--- src/rtl/lcd_arbmod_if.sv ---
// ---------------------------------------------------------------------------
// lcd_arbmod_if
// Bundles every non-clock signal of the frame-buffer arbiter: display read
// port, pixel writer port, FIFO status and the single-port RAM port.
//
// Modports
//   slave  : the arbiter itself (takes i* signals, drives o* signals)
//   master : the surrounding logic / testbench (drives i*, observes o*)
//
// Handshake semantics (writer side):
//   A write is transferred in exactly the cycle where iWrReq && oWrReady are
//   both high at the rising clock edge. oWrReady depends only on registered
//   state, never on iWrReq, so the writer may hold iWrReq/iWrAddr/iWrData
//   stable until it sees the transfer. The display read side has no
//   back-pressure: every cycle with iRdReq=1 is served and answered three
//   cycles later with oRdValid.
// ---------------------------------------------------------------------------
interface lcd_arbmod_if #(
  parameter int AW         = 14,
  parameter int DW         = 16,
  parameter int FIFO_DEPTH = 4
);
  localparam int LW = $clog2(FIFO_DEPTH) + 1;

  // display read side
  logic          iRdReq;
  logic [AW-1:0] iRdAddr;
  logic [DW-1:0] oRdData;
  logic          oRdValid;

  // pixel writer side
  logic          iWrReq;
  logic [AW-1:0] iWrAddr;
  logic [DW-1:0] iWrData;
  logic          oWrReady;
  logic [LW-1:0] oFifoLevel;
  logic          oWrStarve;

  // single-port RAM side
  logic [AW-1:0] oRamAddr;
  logic [DW-1:0] oRamData;
  logic          oRamWe;
  logic [DW-1:0] iRamData;

  modport slave (
    input  iRdReq, iRdAddr, iWrReq, iWrAddr, iWrData, iRamData,
    output oRdData, oRdValid, oWrReady, oFifoLevel, oWrStarve,
           oRamAddr, oRamData, oRamWe
  );

  modport master (
    output iRdReq, iRdAddr, iWrReq, iWrAddr, iWrData, iRamData,
    input  oRdData, oRdValid, oWrReady, oFifoLevel, oWrStarve,
           oRamAddr, oRamData, oRamWe
  );
endinterface

--- src/rtl/lcd_arbmod.sv ---
// ---------------------------------------------------------------------------
// lcd_arbmod
// Single-port frame-buffer arbiter between the LCD scan-out reader and a
// pixel writer. The display read always owns the RAM in a cycle where it
// requests; writes are parked in a small FIFO and retired to the RAM on
// cycles without a read request (blanking, gaps).
//
// Ports
//   CLOCK : pixel clock, all logic on the rising edge
//   RESET : asynchronous, active-low reset
//   bus   : lcd_arbmod_if.slave
//           iRdReq/iRdAddr       -> oRdData/oRdValid (fixed 3-cycle latency)
//           iWrReq/iWrAddr/iWrData, oWrReady, oFifoLevel, oWrStarve
//           oRamAddr/oRamData/oRamWe (registered), iRamData (1-cycle RAM)
//
// Parameters
//   AW, DW      : RAM address / pixel width
//   FIFO_DEPTH  : write FIFO entries, power of two, >= 2
//   STARVE_MAX  : consecutive full-and-reading cycles before oWrStarve sets
// ---------------------------------------------------------------------------
module lcd_arbmod #(
  parameter int AW         = 14,
  parameter int DW         = 16,
  parameter int FIFO_DEPTH = 4,
  parameter int STARVE_MAX = 255
) (
  input  logic         CLOCK,
  input  logic         RESET,
  lcd_arbmod_if.slave  bus
);

  localparam int PW = $clog2(FIFO_DEPTH);
  localparam int LW = PW + 1;
  localparam logic [LW-1:0] FULL_LEVEL = LW'(FIFO_DEPTH);
  localparam logic [15:0]   STARVE_LIM = 16'(STARVE_MAX);

  // write FIFO storage (no reset needed: validity is tracked by r_level)
  logic [AW-1:0] r_fifo_addr [FIFO_DEPTH];
  logic [DW-1:0] r_fifo_data [FIFO_DEPTH];
  logic [PW-1:0] r_wptr;
  logic [PW-1:0] r_rptr;
  logic [LW-1:0] r_level;

  // RAM port registers
  logic [AW-1:0] r_ram_addr;
  logic [DW-1:0] r_ram_data;
  logic          r_ram_we;

  // read return pipeline
  logic          r_rd_v1;
  logic          r_rd_v2;
  logic          r_rd_valid;
  logic [DW-1:0] r_rd_data;

  // starvation tracking
  logic [15:0]   r_starve_cnt;
  logic          r_starve;

  logic          w_full;
  logic          w_empty;
  logic          w_push;
  logic          w_pop;
  logic [15:0]   w_starve_nxt;

  always_comb begin
    w_full  = (r_level == FULL_LEVEL);
    w_empty = (r_level == '0);
    // Fullness is judged on the registered level only: a pop in the same
    // cycle does not open a slot for the writer.
    w_push  = bus.iWrReq && !w_full;
    // Display read has absolute priority; the head only leaves on a free cycle.
    w_pop   = !bus.iRdReq && !w_empty;
    // Saturate so a very long stall cannot wrap the counter back to zero.
    w_starve_nxt = (r_starve_cnt == 16'hFFFF) ? r_starve_cnt
                                              : r_starve_cnt + 16'd1;
  end

  // FIFO storage write
  always_ff @(posedge CLOCK) begin
    if (w_push) begin
      r_fifo_addr[r_wptr] <= bus.iWrAddr;
      r_fifo_data[r_wptr] <= bus.iWrData;
    end
  end

  // control, RAM port, read pipeline, starvation
  always_ff @(posedge CLOCK or negedge RESET) begin
    if (!RESET) begin
      r_wptr       <= '0;
      r_rptr       <= '0;
      r_level      <= '0;
      r_ram_addr   <= '0;
      r_ram_data   <= '0;
      r_ram_we     <= 1'b0;
      r_rd_v1      <= 1'b0;
      r_rd_v2      <= 1'b0;
      r_rd_valid   <= 1'b0;
      r_rd_data    <= '0;
      r_starve_cnt <= '0;
      r_starve     <= 1'b0;
    end else begin
      // RAM grant
      if (bus.iRdReq) begin
        r_ram_addr <= bus.iRdAddr;
        r_ram_we   <= 1'b0;
      end else if (w_pop) begin
        r_ram_addr <= r_fifo_addr[r_rptr];
        r_ram_data <= r_fifo_data[r_rptr];
        r_ram_we   <= 1'b1;
        r_rptr     <= r_rptr + 1'b1;
      end else begin
        r_ram_we   <= 1'b0;
      end

      if (w_push) begin
        r_wptr <= r_wptr + 1'b1;
      end

      case ({w_push, w_pop})
        2'b10:   r_level <= r_level + 1'b1;
        2'b01:   r_level <= r_level - 1'b1;
        default: r_level <= r_level;
      endcase

      // Stage 1: address is on the RAM. Stage 2: RAM data is on iRamData.
      r_rd_v1    <= bus.iRdReq;
      r_rd_v2    <= r_rd_v1;
      r_rd_valid <= r_rd_v2;
      if (r_rd_v2) begin
        r_rd_data <= bus.iRamData;
      end

      // Starvation: only full cycles that lose to a read count; any cycle
      // with free space restarts the count. The flag is sticky.
      if (!w_full) begin
        r_starve_cnt <= '0;
      end else if (bus.iRdReq) begin
        r_starve_cnt <= w_starve_nxt;
        if (w_starve_nxt == STARVE_LIM) begin
          r_starve <= 1'b1;
        end
      end
    end
  end

  assign bus.oRdData    = r_rd_data;
  assign bus.oRdValid   = r_rd_valid;
  assign bus.oWrReady   = !w_full;
  assign bus.oFifoLevel = r_level;
  assign bus.oWrStarve  = r_starve;
  assign bus.oRamAddr   = r_ram_addr;
  assign bus.oRamData   = r_ram_data;
  assign bus.oRamWe     = r_ram_we;

endmodule

--- src/flat_wrapper.sv ---
// flat-port wrapper written by rule: the top's interface ports become plain ports
module lcd_arbmod_flat 
#(
  parameter int AW         = 14,
  parameter int DW         = 16,
  parameter int FIFO_DEPTH = 4,
  parameter int STARVE_MAX = 255
)
  (CLOCK, RESET, bus_iRdReq, bus_iRdAddr, bus_iWrReq, bus_iWrAddr, bus_iWrData, bus_iRamData, bus_oRdData, bus_oRdValid, bus_oWrReady, bus_oFifoLevel, bus_oWrStarve, bus_oRamAddr, bus_oRamData, bus_oRamWe);
  lcd_arbmod_if #(.AW(AW), .DW(DW), .FIFO_DEPTH(FIFO_DEPTH)) bus_i ();
  input  logic CLOCK;
  input  logic RESET;
  input wire logic [$bits(bus_i.iRdReq)-1:0] bus_iRdReq;
  input wire logic [$bits(bus_i.iRdAddr)-1:0] bus_iRdAddr;
  input wire logic [$bits(bus_i.iWrReq)-1:0] bus_iWrReq;
  input wire logic [$bits(bus_i.iWrAddr)-1:0] bus_iWrAddr;
  input wire logic [$bits(bus_i.iWrData)-1:0] bus_iWrData;
  input wire logic [$bits(bus_i.iRamData)-1:0] bus_iRamData;
  output wire logic [$bits(bus_i.oRdData)-1:0] bus_oRdData;
  output wire logic [$bits(bus_i.oRdValid)-1:0] bus_oRdValid;
  output wire logic [$bits(bus_i.oWrReady)-1:0] bus_oWrReady;
  output wire logic [$bits(bus_i.oFifoLevel)-1:0] bus_oFifoLevel;
  output wire logic [$bits(bus_i.oWrStarve)-1:0] bus_oWrStarve;
  output wire logic [$bits(bus_i.oRamAddr)-1:0] bus_oRamAddr;
  output wire logic [$bits(bus_i.oRamData)-1:0] bus_oRamData;
  output wire logic [$bits(bus_i.oRamWe)-1:0] bus_oRamWe;
  assign bus_i.iRdReq = bus_iRdReq;
  assign bus_i.iRdAddr = bus_iRdAddr;
  assign bus_i.iWrReq = bus_iWrReq;
  assign bus_i.iWrAddr = bus_iWrAddr;
  assign bus_i.iWrData = bus_iWrData;
  assign bus_i.iRamData = bus_iRamData;
  assign bus_oRdData = bus_i.oRdData;
  assign bus_oRdValid = bus_i.oRdValid;
  assign bus_oWrReady = bus_i.oWrReady;
  assign bus_oFifoLevel = bus_i.oFifoLevel;
  assign bus_oWrStarve = bus_i.oWrStarve;
  assign bus_oRamAddr = bus_i.oRamAddr;
  assign bus_oRamData = bus_i.oRamData;
  assign bus_oRamWe = bus_i.oRamWe;
  lcd_arbmod #(.AW(AW), .DW(DW), .FIFO_DEPTH(FIFO_DEPTH), .STARVE_MAX(STARVE_MAX)) u_core (.CLOCK(CLOCK), .RESET(RESET), .bus(bus_i));
endmodule
--- config.mk ---
export PLATFORM = sky130hd
export DESIGN_NAME = lcd_arbmod_flat
export DESIGN_NICKNAME = d
export VERILOG_FILES = /design/src/rtl/lcd_arbmod_if.sv /design/src/rtl/lcd_arbmod.sv /design/src/flat_wrapper.sv
export SDC_FILE = /design/constraint.sdc
export NUM_CORES = 1
export LEC_CHECK = 0
export CAP_MARGIN = 20
export CELL_PAD_IN_SITES_DETAIL_PLACEMENT = 1
export CELL_PAD_IN_SITES_GLOBAL_PLACEMENT = 2
export CORE_MARGIN = 4
export CORE_UTILIZATION = 40
export DETAILED_ROUTE_END_ITERATION = 8
export GPL_ROUTABILITY_DRIVEN = 0
export GPL_TIMING_DRIVEN = 0
export MAX_ROUTING_LAYER = met4
export PLACE_DENSITY_LB_ADDON = 0.1
export SYNTH_ARGS = -nofsm -noshare
export SYNTH_HDL_FRONTEND = slang
export SYNTH_SLANG_ARGS = --single-unit
export TNS_END_PERCENT = 1
--- constraint.sdc ---
create_clock -name CLOCK -period 5.4 [get_ports CLOCK]
set_clock_uncertainty 0.1 [all_clocks]
set_input_delay 1.08 -clock CLOCK [delete_from_list [all_inputs] [get_ports CLOCK]]
set_output_delay 1.08 -clock CLOCK [all_outputs]
set_load 0.005 [all_outputs]
After elaboration in Yosys (flattened, before gate mapping):

Memory sizes are Yosys's and may differ from the RTL's. A register that Yosys moved wholly into a read port is not among the register bits.
Cells that the tools add are included.
Widths: inputs -> output; s select.

* reductions and logical operators: 11
* eq/ne operators: 6
* $add $sub $neg: 5
* bitwise gates (word level): 1
* muxes and demuxes: 10

Operators with widths (number)
* $mux 16: 3
* $mux 14: 2
* $add 16x1->16 const B: 1
* $eq 16x16->1 const B: 1
* $eq 16x8->1 const B: 1
* $pmux 3 s2: 1
* $add 2x1->2 const B: 2
* $logic_not 1->1: 4
* $mux 1: 4
* $reduce_bool 2->1: 2
* $add 3x1->3 const B: 1
* $eq 3x3->1 const B: 1
* $logic_not 3->1: 1
* $reduce_and 3->1: 1
* $sub 3x1->3 const B: 1
* $eq 2x1->1 const B: 1
* $eq 2x2->1 const B: 1
* $logic_and 1x1->1: 2
* $ne 2x2->1 const B: 1
* $reduce_and 2->1: 1
* $not 1->1: 1

* output and inout bits: 53
* input bits: 64
* memories: 2
* bits in writable memories: 120
* register bits: 58
* word-level logic and storage cells: 46

Memories
* u_core.r_fifo_data: words 4, bits a word 16, read ports 1, clocked after Yosys merged registers in 1, wr ports 1, line lcd_arbmod.sv:39 `logic [DW-1:0] r_fifo_data [FIFO_DEPTH];`
* u_core.r_fifo_addr: words 4, bits a word 14, read ports 1, clocked after Yosys merged registers in 0, wr ports 1, line lcd_arbmod.sv:38 `logic [AW-1:0] r_fifo_addr [FIFO_DEPTH];`

Depth between registers and ports, before layout:

Gate-level depths: netlist of the first run.

* depth after elaboration: 5
* depth in mapped cells: 9
* gate-level depth less buffers: 8

Least setup slack after synthesis of the first run:

No wires, ideal clock.

* path type: input to register
* start point: input bus_iRdReq
* end point: register u_core.r_level[2] (netlist: u_core.bus.oFifoLevel[2])
* path buffers: 1
* path slack: 2.380 ns
* stages: 8
* data required time: 5.221 ns
* data arrival time: 2.841 ns
* setup time: 0.079 ns
* cells stage by stage: nor2_1 -> buf_2 -> ha_1 -> inv_1 -> fa_1 -> xor2_1 -> nor2_1 -> xor2_1

* longest elaborated chain between the ends: 4
* elaborated cells on any way between the ends: 6
* classes of those cells: eq/ne: 2; mux: 1; reduce/logical: 3

RTL lines
* from (decl): line flat_wrapper.sv:13 `input wire logic [$bits(bus_i.iRdReq)-1:0] bus_iRdReq;`
* $logic_not 1->1 (*): line lcd_arbmod.sv:72 `w_pop = !bus.iRdReq && !w_empty;`
* $logic_and 1x1->1 (*): line lcd_arbmod.sv:72
* $eq 2x1->1 or $eq 2x2->1 (tied branches): line lcd_arbmod.sv:119 `case ({w_push, w_pop})`
* $pmux 3 s2 or $reduce_bool 2->1 (tied branches)
* to (signal assigned): line lcd_arbmod.sv:120 `2'b10: r_level <= r_level + 1'b1;`
* to (signal assigned): line lcd_arbmod.sv:121 `2'b01: r_level <= r_level - 1'b1;`
* to (signal assigned): line lcd_arbmod.sv:122 `default: r_level <= r_level;`
* to (decl): line lcd_arbmod.sv:42 `logic [LW-1:0] r_level;`

Mark *: on every way between the ends. The rest lies on a longest branch, timed or not.
A chain may end at the register's enable or synchronous reset.

Worst setup path in the final report of the first run:

* start point: register u_core.r_level[2] (netlist: u_core.bus.oFifoLevel[2])
* end point: output bus_oWrReady

* longest elaborated chain between the ends: 2

RTL lines
* $eq 3x3->1: line lcd_arbmod.sv:66 `w_full = (r_level == FULL_LEVEL);`
* $logic_not 1->1: line lcd_arbmod.sv:148 `assign bus.oWrReady = !w_full;`
* to (decl): line flat_wrapper.sv:21 `output wire logic [$bits(bus_i.oWrReady)-1:0] bus_oWrReady;`

Every way passes these cells.

==> results_dict.tcl, run 1 <==
set metrics [dict create \
    grt_max_degree 53 \
    post_cts_resize_count 0 \
    via_total_after_detailed_routing 4462 \
    clk_pin_slew_worst_paths_ns 0.07 \
    drt-pass1-iter-count 4 \
    drtAntennaViolNets 0 \
    drt_initial_violations 159 \
    boundaryPins 117 \
    worst_ep_required_time_ns 4.22 \
    clock_tree_from_tritoncts "yes" \
    number_of_pins_with_negative_max_slew_slack_in_the_final_report 0 \
    syn_area_per_cell_sq_um 16.71 \
    grt_util_overall 0.1642 \
    row_count 50 \
    timing.critical_path.arrival_ns 2.18 \
    number_of_setup_violations_in_the_final_report 0 \
    post_route_cells_drive_above_1_share 0.1877 \
    synth.area.top_cells "sky130_fd_sc_hd__edfxtp_1, sky130_fd_sc_hd__dfrtp_1, sky130_fd_sc_hd__mux4_2" \
    critPathMaxFanout 10 \
    wl_microns 16660 \
    post_synth_top_area_share 0.4607 \
    finalNetCount 677 \
    timing.critical_path.from_type "flip-flop" \
    route.detailed.vias_per_inst 5.082 \
    cts_setup_buffers 0 \
    ys.flop_type "sky130_fd_sc_hd__edfxtp_1" \
    grt_first_pass_wirelength_microns 27080 \
    yosys.cell_types.count 43 \
    worst-slew-pin-transition_ns 0.8825 \
    synth-async-reset-ratio 0.3814 \
    initial_utilization 0.4127 \
    max-vdd-ir-drop_uv 228.5 \
    netlist_top_cells_count "sky130_fd_sc_hd__edfxtp_1, sky130_fd_sc_hd__dfrtp_1, sky130_fd_sc_hd__mux2_2" \
    synthesis.nets 539 \
    syn-instance-count 468 \
    placeableCoreArea_sq_mm 0.01896 \
    floorplan.die.width_microns 147.8 \
    synth_sequential_area_ratio 0.6974 \
    clock_latency_ns 0.42 \
    drt_drc_violations_left 0 \
    setup-tns-final_ns 0 \
    number_of_antenna_violations_at_the_first_check_in_global_routing 0 \
    fin_worst_hold_slack_ns 0.2524 \
    detailedPlacementHpwl_microns 11240 \
    synth_edf_count 120 \
    cts-htree-levels 4 \
    netlist.top_cell.by_area "sky130_fd_sc_hd__edfxtp_1" \
    grt_setup_unrepaired "no" \
    timing.max_slew.rel_slack 0.4117 \
    antenna_cells 0 \
    io_buffer_count 116 \
    die_y_microns 147.8 \
    hp-class "reg -> reg" \
    power.total_mw 4.570 \
    max_buffers_root_to_sink 2 \
    fin_crit_ns 3.359 \
    mappedNetlistArea_sq_mm 0.007823 \
    post_cts_hold_buffer_count 0 \
    fill_cells 1803 \
    cts_made_buffers 17 \
    cts_sinks 194 \
    clockRootBuffer "sky130_fd_sc_hd__clkbuf_16" \
    synthesis.yosys.warnings 0 \
    synth-seq-cells 194 \
    leakage_nw 3.554 \
    run_status "complete, no violations" \
    final_hold_viol_count 0 \
    final_min_period_over_clock_period 0.6221 \
    area.growth.synth_to_final_pct 26.81 \
    die_area_sq_mm 0.02186 \
    max_freq_ghz 0.2977 \
    global_route.overflow_total 0 \
    powerDensity_mw_per_mm2 460.7 \
    via_count_of_the_first_global_routing_pass 4948 \
    type_of_element_capturing_the_critical_path "output port" \
    cap_viol_max_count 0 \
    yosys.cell_count.top_type "sky130_fd_sc_hd__edfxtp_1" \
    critical_path_class "reg -> out" \
    avgRoutedWirePerCell_microns 18.97 \
]
-- per-layer routing --
| layer | global-route usage | share of wire | vias up |
|---|---|---|---|
| li1 | - | - | 2061 |
| met1 | 0.2074 | 0.45 | 2295 |
| met2 | 0.2714 | 0.50 | 91 |
| met3 | 0.03771 | 0.038 | 15 |
| met4 | 0.04157 | 0.011 | 0 |
| met5 | - | 0 | - |
-- logic make-up (layout without fill, tap and decap cells) --
group                    Yosys count  in the layout  share of synthesized area
XOR/XNOR                          15             15                    0.01680
AND/OR/NAND/NOR                  100            100                    0.06574
flip-flops                       194            194                     0.6974
adder cells (fa/ha/maj)            7              7                    0.01216
buffers and inverters             34            184                    0.01807
AO/OA/AOI/OAI                     34             34                    0.02911
multiplexers                      84             84                     0.1607
-- layout by cell type (no fill, tap or decap), types with 5 or more instances in the layout --
cell type / instances
sky130_fd_sc_hd__a21oi_1: 5
sky130_fd_sc_hd__buf_2: 11
sky130_fd_sc_hd__clkbuf_1: 14
sky130_fd_sc_hd__clkbuf_16: 17
sky130_fd_sc_hd__clkdlybuf4s50_1: 115
sky130_fd_sc_hd__dfrtp_1: 74
sky130_fd_sc_hd__edfxtp_1: 120
sky130_fd_sc_hd__ha_1: 6
sky130_fd_sc_hd__inv_1: 8
sky130_fd_sc_hd__mux2_2: 33
sky130_fd_sc_hd__mux2i_1: 21
sky130_fd_sc_hd__mux4_2: 30
sky130_fd_sc_hd__nand2_1: 28
sky130_fd_sc_hd__nand3_1: 13
sky130_fd_sc_hd__nand4_1: 7
sky130_fd_sc_hd__nor2_1: 20
sky130_fd_sc_hd__nor3_1: 5
sky130_fd_sc_hd__o21ai_0: 17
sky130_fd_sc_hd__xnor2_1: 6
sky130_fd_sc_hd__xor2_1: 9
-- power by group --
part / internal, mW / switching, mW
logic: 0.703 / 0.562
clock network: 0.685 / 0.532
registers: 1.95 / 0.141
-- layout make-up --
type	instances	area, sq um	share of cell area
Timing Repair Buffer	119	1201	0.1211
Tap cell	260	325.3	0.03280
Multi-Input combinational cell	240	2231	0.2249
Clock buffer	20	436.7	0.04402
Buffer	25	107.6	0.01085
Clock inverter	11	128.9	0.01299
Inverter	9	33.78	0.003406
Sequential cell	194	5455	0.5499
-- state kept, by name, indices dropped and copies added, names as in the netlist --
name	cells
u_core.bus.oFifoLevel	3
u_core.bus.oRamAddr	14
u_core.bus.oRamData	16
u_core.bus.oRamWe	1
u_core.bus.oRdData	16
u_core.bus.oRdValid	1
u_core.bus.oWrStarve	1
u_core.r_fifo_addr	56
u_core.r_fifo_data	64
u_core.r_rd_v1	1
u_core.r_rd_v2	1
u_core.r_rptr	2
u_core.r_starve_cnt	16
u_core.r_wptr	2
-- critical path, cell delays in order (launching register included) --
cell                              delay, ns
sky130_fd_sc_hd__dfrtp_1               0.43
sky130_fd_sc_hd__or3b_1                0.18
sky130_fd_sc_hd__buf_2                 0.15
sky130_fd_sc_hd__clkbuf_1              0.40
sky130_fd_sc_hd__clkdlybuf4s50_1       0.60
-- worst paths after layout --
kind	from	to	slack [ns]	cells past startpoint
worst max-delay path	u_core.bus.oFifoLevel[2]	bus_oWrReady	2.04	4
worst min-delay path	u_core.r_rd_v1	u_core.r_rd_v2	0.25	0
worst max register to register	u_core.r_starve_cnt[0]	u_core.bus.oWrStarve	2.95	7
worst min register to register	u_core.r_rd_v1	u_core.r_rd_v2	0.25	0
max in group asynchronous	RESET	u_core.bus.oRamData[15]	4.13	2
min in group asynchronous	RESET	u_core.r_starve_cnt[10]	0.47	1
-- through the flow --
step / util / setup WS [ns] / instance area [sq um] / cells
3_5_place_dp: 0.4927 / 1.218 / 9339 / 845
3_3_place_gp: 0.4911 / 0.2658 / 9309 / 844
5_1_grt: 0.5233 / 1.855 / 9920 / 878
2_1_floorplan: - / 2.380 / 7823 / 468
4_1_cts: 0.5225 / 1.636 / 9905 / 876
6_report: 0.5233 / 2.041 / 9920 / 878
(Power assumes the default switching activity.)
==> run 2: changes to the inputs <==
--- a/config.mk
+++ b/config.mk
@@ -9,7 +9,7 @@
 export CELL_PAD_IN_SITES_DETAIL_PLACEMENT = 1
 export CELL_PAD_IN_SITES_GLOBAL_PLACEMENT = 2
 export CORE_MARGIN = 4
-export CORE_UTILIZATION = 40
+export CORE_UTILIZATION = 35
 export DETAILED_ROUTE_END_ITERATION = 8
 export GPL_ROUTABILITY_DRIVEN = 0
 export GPL_TIMING_DRIVEN = 0
==> constraint.sdc (replaced) <==
create_clock -name CLOCK -period 3 [get_ports CLOCK]
set_clock_uncertainty 0.1 [all_clocks]
set_input_delay 0.6 -clock CLOCK [delete_from_list [all_inputs] [get_ports CLOCK]]
set_output_delay 0.6 -clock CLOCK [all_outputs]
set_load 0.005 [all_outputs]
==> run 2 against run 1 <==
- register-to-register slack got worse by 2.5 ns
- sequential power rose by 80%
- combinational power is 83% higher
- global-route usage shrank 1.3 points
- sequential share of layout area decreased by 0.42 points
- cell count increased by 2.7%
- setup slack lost 1.9 ns
- sequential cell count unchanged
- critical endpoint unchanged
- largest power group unchanged
==> results_dict.tcl, run 2 (same netlist as run 1, synthesis figures left out) <==
set metrics [dict create \
    timing.hold.worst_path_depth 0 \
    run_status "complete, no violations" \
    leakage_nw 3.563 \
    layout_commonest_cell "sky130_fd_sc_hd__edfxtp_1" \
    drt_initial_violations 194 \
    grt_setup_unrepaired "no" \
    number_of_pins_with_negative_max_slew_slack_in_the_final_report 0 \
    final_hold_viol_count 0 \
    io_buffer_count 116 \
    cts-htree-levels 4 \
    floorplan.die.width_microns 157.5 \
    cts_made_buffers 17 \
    fin_crit_ns 2.813 \
    row_count 54 \
    worst_path_max_delay_cell "sky130_fd_sc_hd__clkdlybuf4s50_1" \
    worst-slew-pin-transition_ns 0.8882 \
    fill_cells 2168 \
    critPathMaxFanout 10 \
    area_of_the_multi_input_gates_sq_mm 0.002238 \
    reg2reg_depth 9 \
    cts_setup_buffers 0 \
    placeableCoreArea_sq_mm 0.02189 \
    max-vdd-ir-drop_uv 385.2 \
    via_total_after_detailed_routing 4451 \
    max_freq_ghz 0.3554 \
    fin_worst_hold_slack_ns 0.2539 \
    mostFrequentLayoutCells "sky130_fd_sc_hd__edfxtp_1, sky130_fd_sc_hd__clkdlybuf4s50_1, sky130_fd_sc_hd__dfrtp_1" \
    initial_utilization 0.3573 \
    worst_ep_required_time_ns 2.30 \
    timing.critical_path.from_type "flip-flop" \
    clk_pin_slew_worst_paths_ns 0.07 \
    die_area_sq_mm 0.02481 \
    cts_sinks 194 \
    route.detailed.vias_per_inst 4.935 \
    powerDensity_mw_per_mm2 829.5 \
    drtAntennaViolNets 0 \
    timing.max_slew.rel_slack 0.4079 \
    finalNetCount 678 \
    clock_tree_from_tritoncts "yes" \
    via_count_of_the_first_global_routing_pass 4968 \
    register_ranked_first_by_flip_flop_count "u_core.r_fifo_data" \
    cap_viol_max_count 0 \
    grt_first_pass_wirelength_microns 27560 \
    grt_max_degree 55 \
    area.growth.synth_to_final_pct 27.78 \
    avgRoutedWirePerCell_microns 19.26 \
    timing.critical_path.arrival_ns 2.11 \
    post_route_cells_drive_above_1_share 0.1935 \
    dpl.cell_count 867 \
    detailedPlacementHpwl_microns 11840 \
    critical_path_class "reg -> out" \
    drt_drc_violations_left 0 \
    crit_path_cell_trace "or3b_1 -> buf_2 -> clkbuf_2 -> clkdlybuf4s50_1" \
    hp-class "reg -> reg" \
    stdcell_count 902 \
    reg.largest.list "u_core.r_fifo_data x64, u_core.r_fifo_addr x56" \
    final-seq-area_sq_mm 0.005455 \
    boundaryPins 117 \
    wl_microns 17370 \
    max_buffers_root_to_sink 2 \
    crit_path_max_incr_delay_ns 0.49 \
    largest_reg_flops 64 \
    final_min_period_over_clock_period 0.9378 \
    number_of_antenna_violations_at_the_first_check_in_global_routing 2 \
    number_of_setup_violations_in_the_final_report 0 \
    drt-pass1-iter-count 4 \
    clock_latency_ns 0.43 \
    grt_util_overall 0.1512 \
    global_route.overflow_total 0 \
    type_of_element_capturing_the_critical_path "output port" \
    clockRootBuffer "sky130_fd_sc_hd__clkbuf_16" \
    die_y_microns 157.5 \
]
-- run 2: final timing paths --
kind	endpoint	start	slack [ns]
setup / recovery	bus_oWrReady	u_core.bus.oFifoLevel[1]	0.19
hold / removal	u_core.r_rd_v2	u_core.r_rd_v1	0.25
setup reg to reg	u_core.bus.oFifoLevel[2]	u_core.bus.oFifoLevel[0]	0.46
hold reg to reg	u_core.r_rd_v2	u_core.r_rd_v1	0.25
max in group asynchronous	u_core.bus.oRamData[12]	RESET	1.67
min in group asynchronous	u_core.bus.oRamAddr[2]	RESET	0.53
-- run 2: critical path: cells and delay by family, from the launching register on --
family,cells,cell delay (ns)
buffers and inverters,3,0.87
DFF,1,0.43
and+or+nand+nor,1,0.39
-- run 2: where the power goes --
part | total [mW] | leakage (nW) | switching [mW] | internal (mW)
combinational | 2.30 | 1.29 | 1.02 | 1.28
clock | 2.23 | 0.274 | 1.05 | 1.18
sequential | 3.76 | 2.00 | 0.264 | 3.50
total | 8.29 | 3.56 | 2.34 | 5.95
-- run 2: layout make-up --
class / instances / share of cell area
clock buffer: 19 / 0.04331
sequential: 194 / 0.5458
tap: 280 / 0.03505
clock inverter: 13 / 0.01477
multi-input combinational: 240 / 0.2239
timing repair buffer: 120 / 0.1224
inverter: 9 / 0.003380
antenna: 2 / 0.0005007
buffer: 25 / 0.01089
-- run 2: per-stage QoR --
step | power [mW] | util | worst slack (ns) | setup TNS (ns) | cell area (sq um)
4_1_cts | 8.481 | 0.4562 | 0.03393 | 0 | 9986
3_3_place_gp | 6.126 | 0.4264 | -1.829 | -158.97 | 9334
2_1_floorplan | 5.027 | - | 0.4600 | 0 | 7823
5_1_grt | 8.798 | 0.4566 | 0.05085 | 0 | 9996
3_5_place_dp | 6.215 | 0.4290 | -0.7463 | -1.503 | 9392
6_report | 8.292 | 0.4566 | 0.1865 | 0 | 9996
-- run 2: repair_timing --
| action | 4_1_cts | 5_1_grt |
|---|---|---|
| setup endpoints to repair | 3 | 1 |
| endpoints found under the hold margin | 20 | 0 |
| gates cloned | 0 | 0 |
| hold buffers | 1 | 0 |
| gates resized for setup | 2 | 1 |
-- run 2: layer usage --
layer  vias to the layer above  global-route usage  routed length, microns
li1                       2075                   -                       -
met1                      2270              0.1932                    7963
met2                        98              0.2445                    8555
met3                         8             0.03959                     733
met4                         0             0.03441                     121
met5                         -                   -                       0
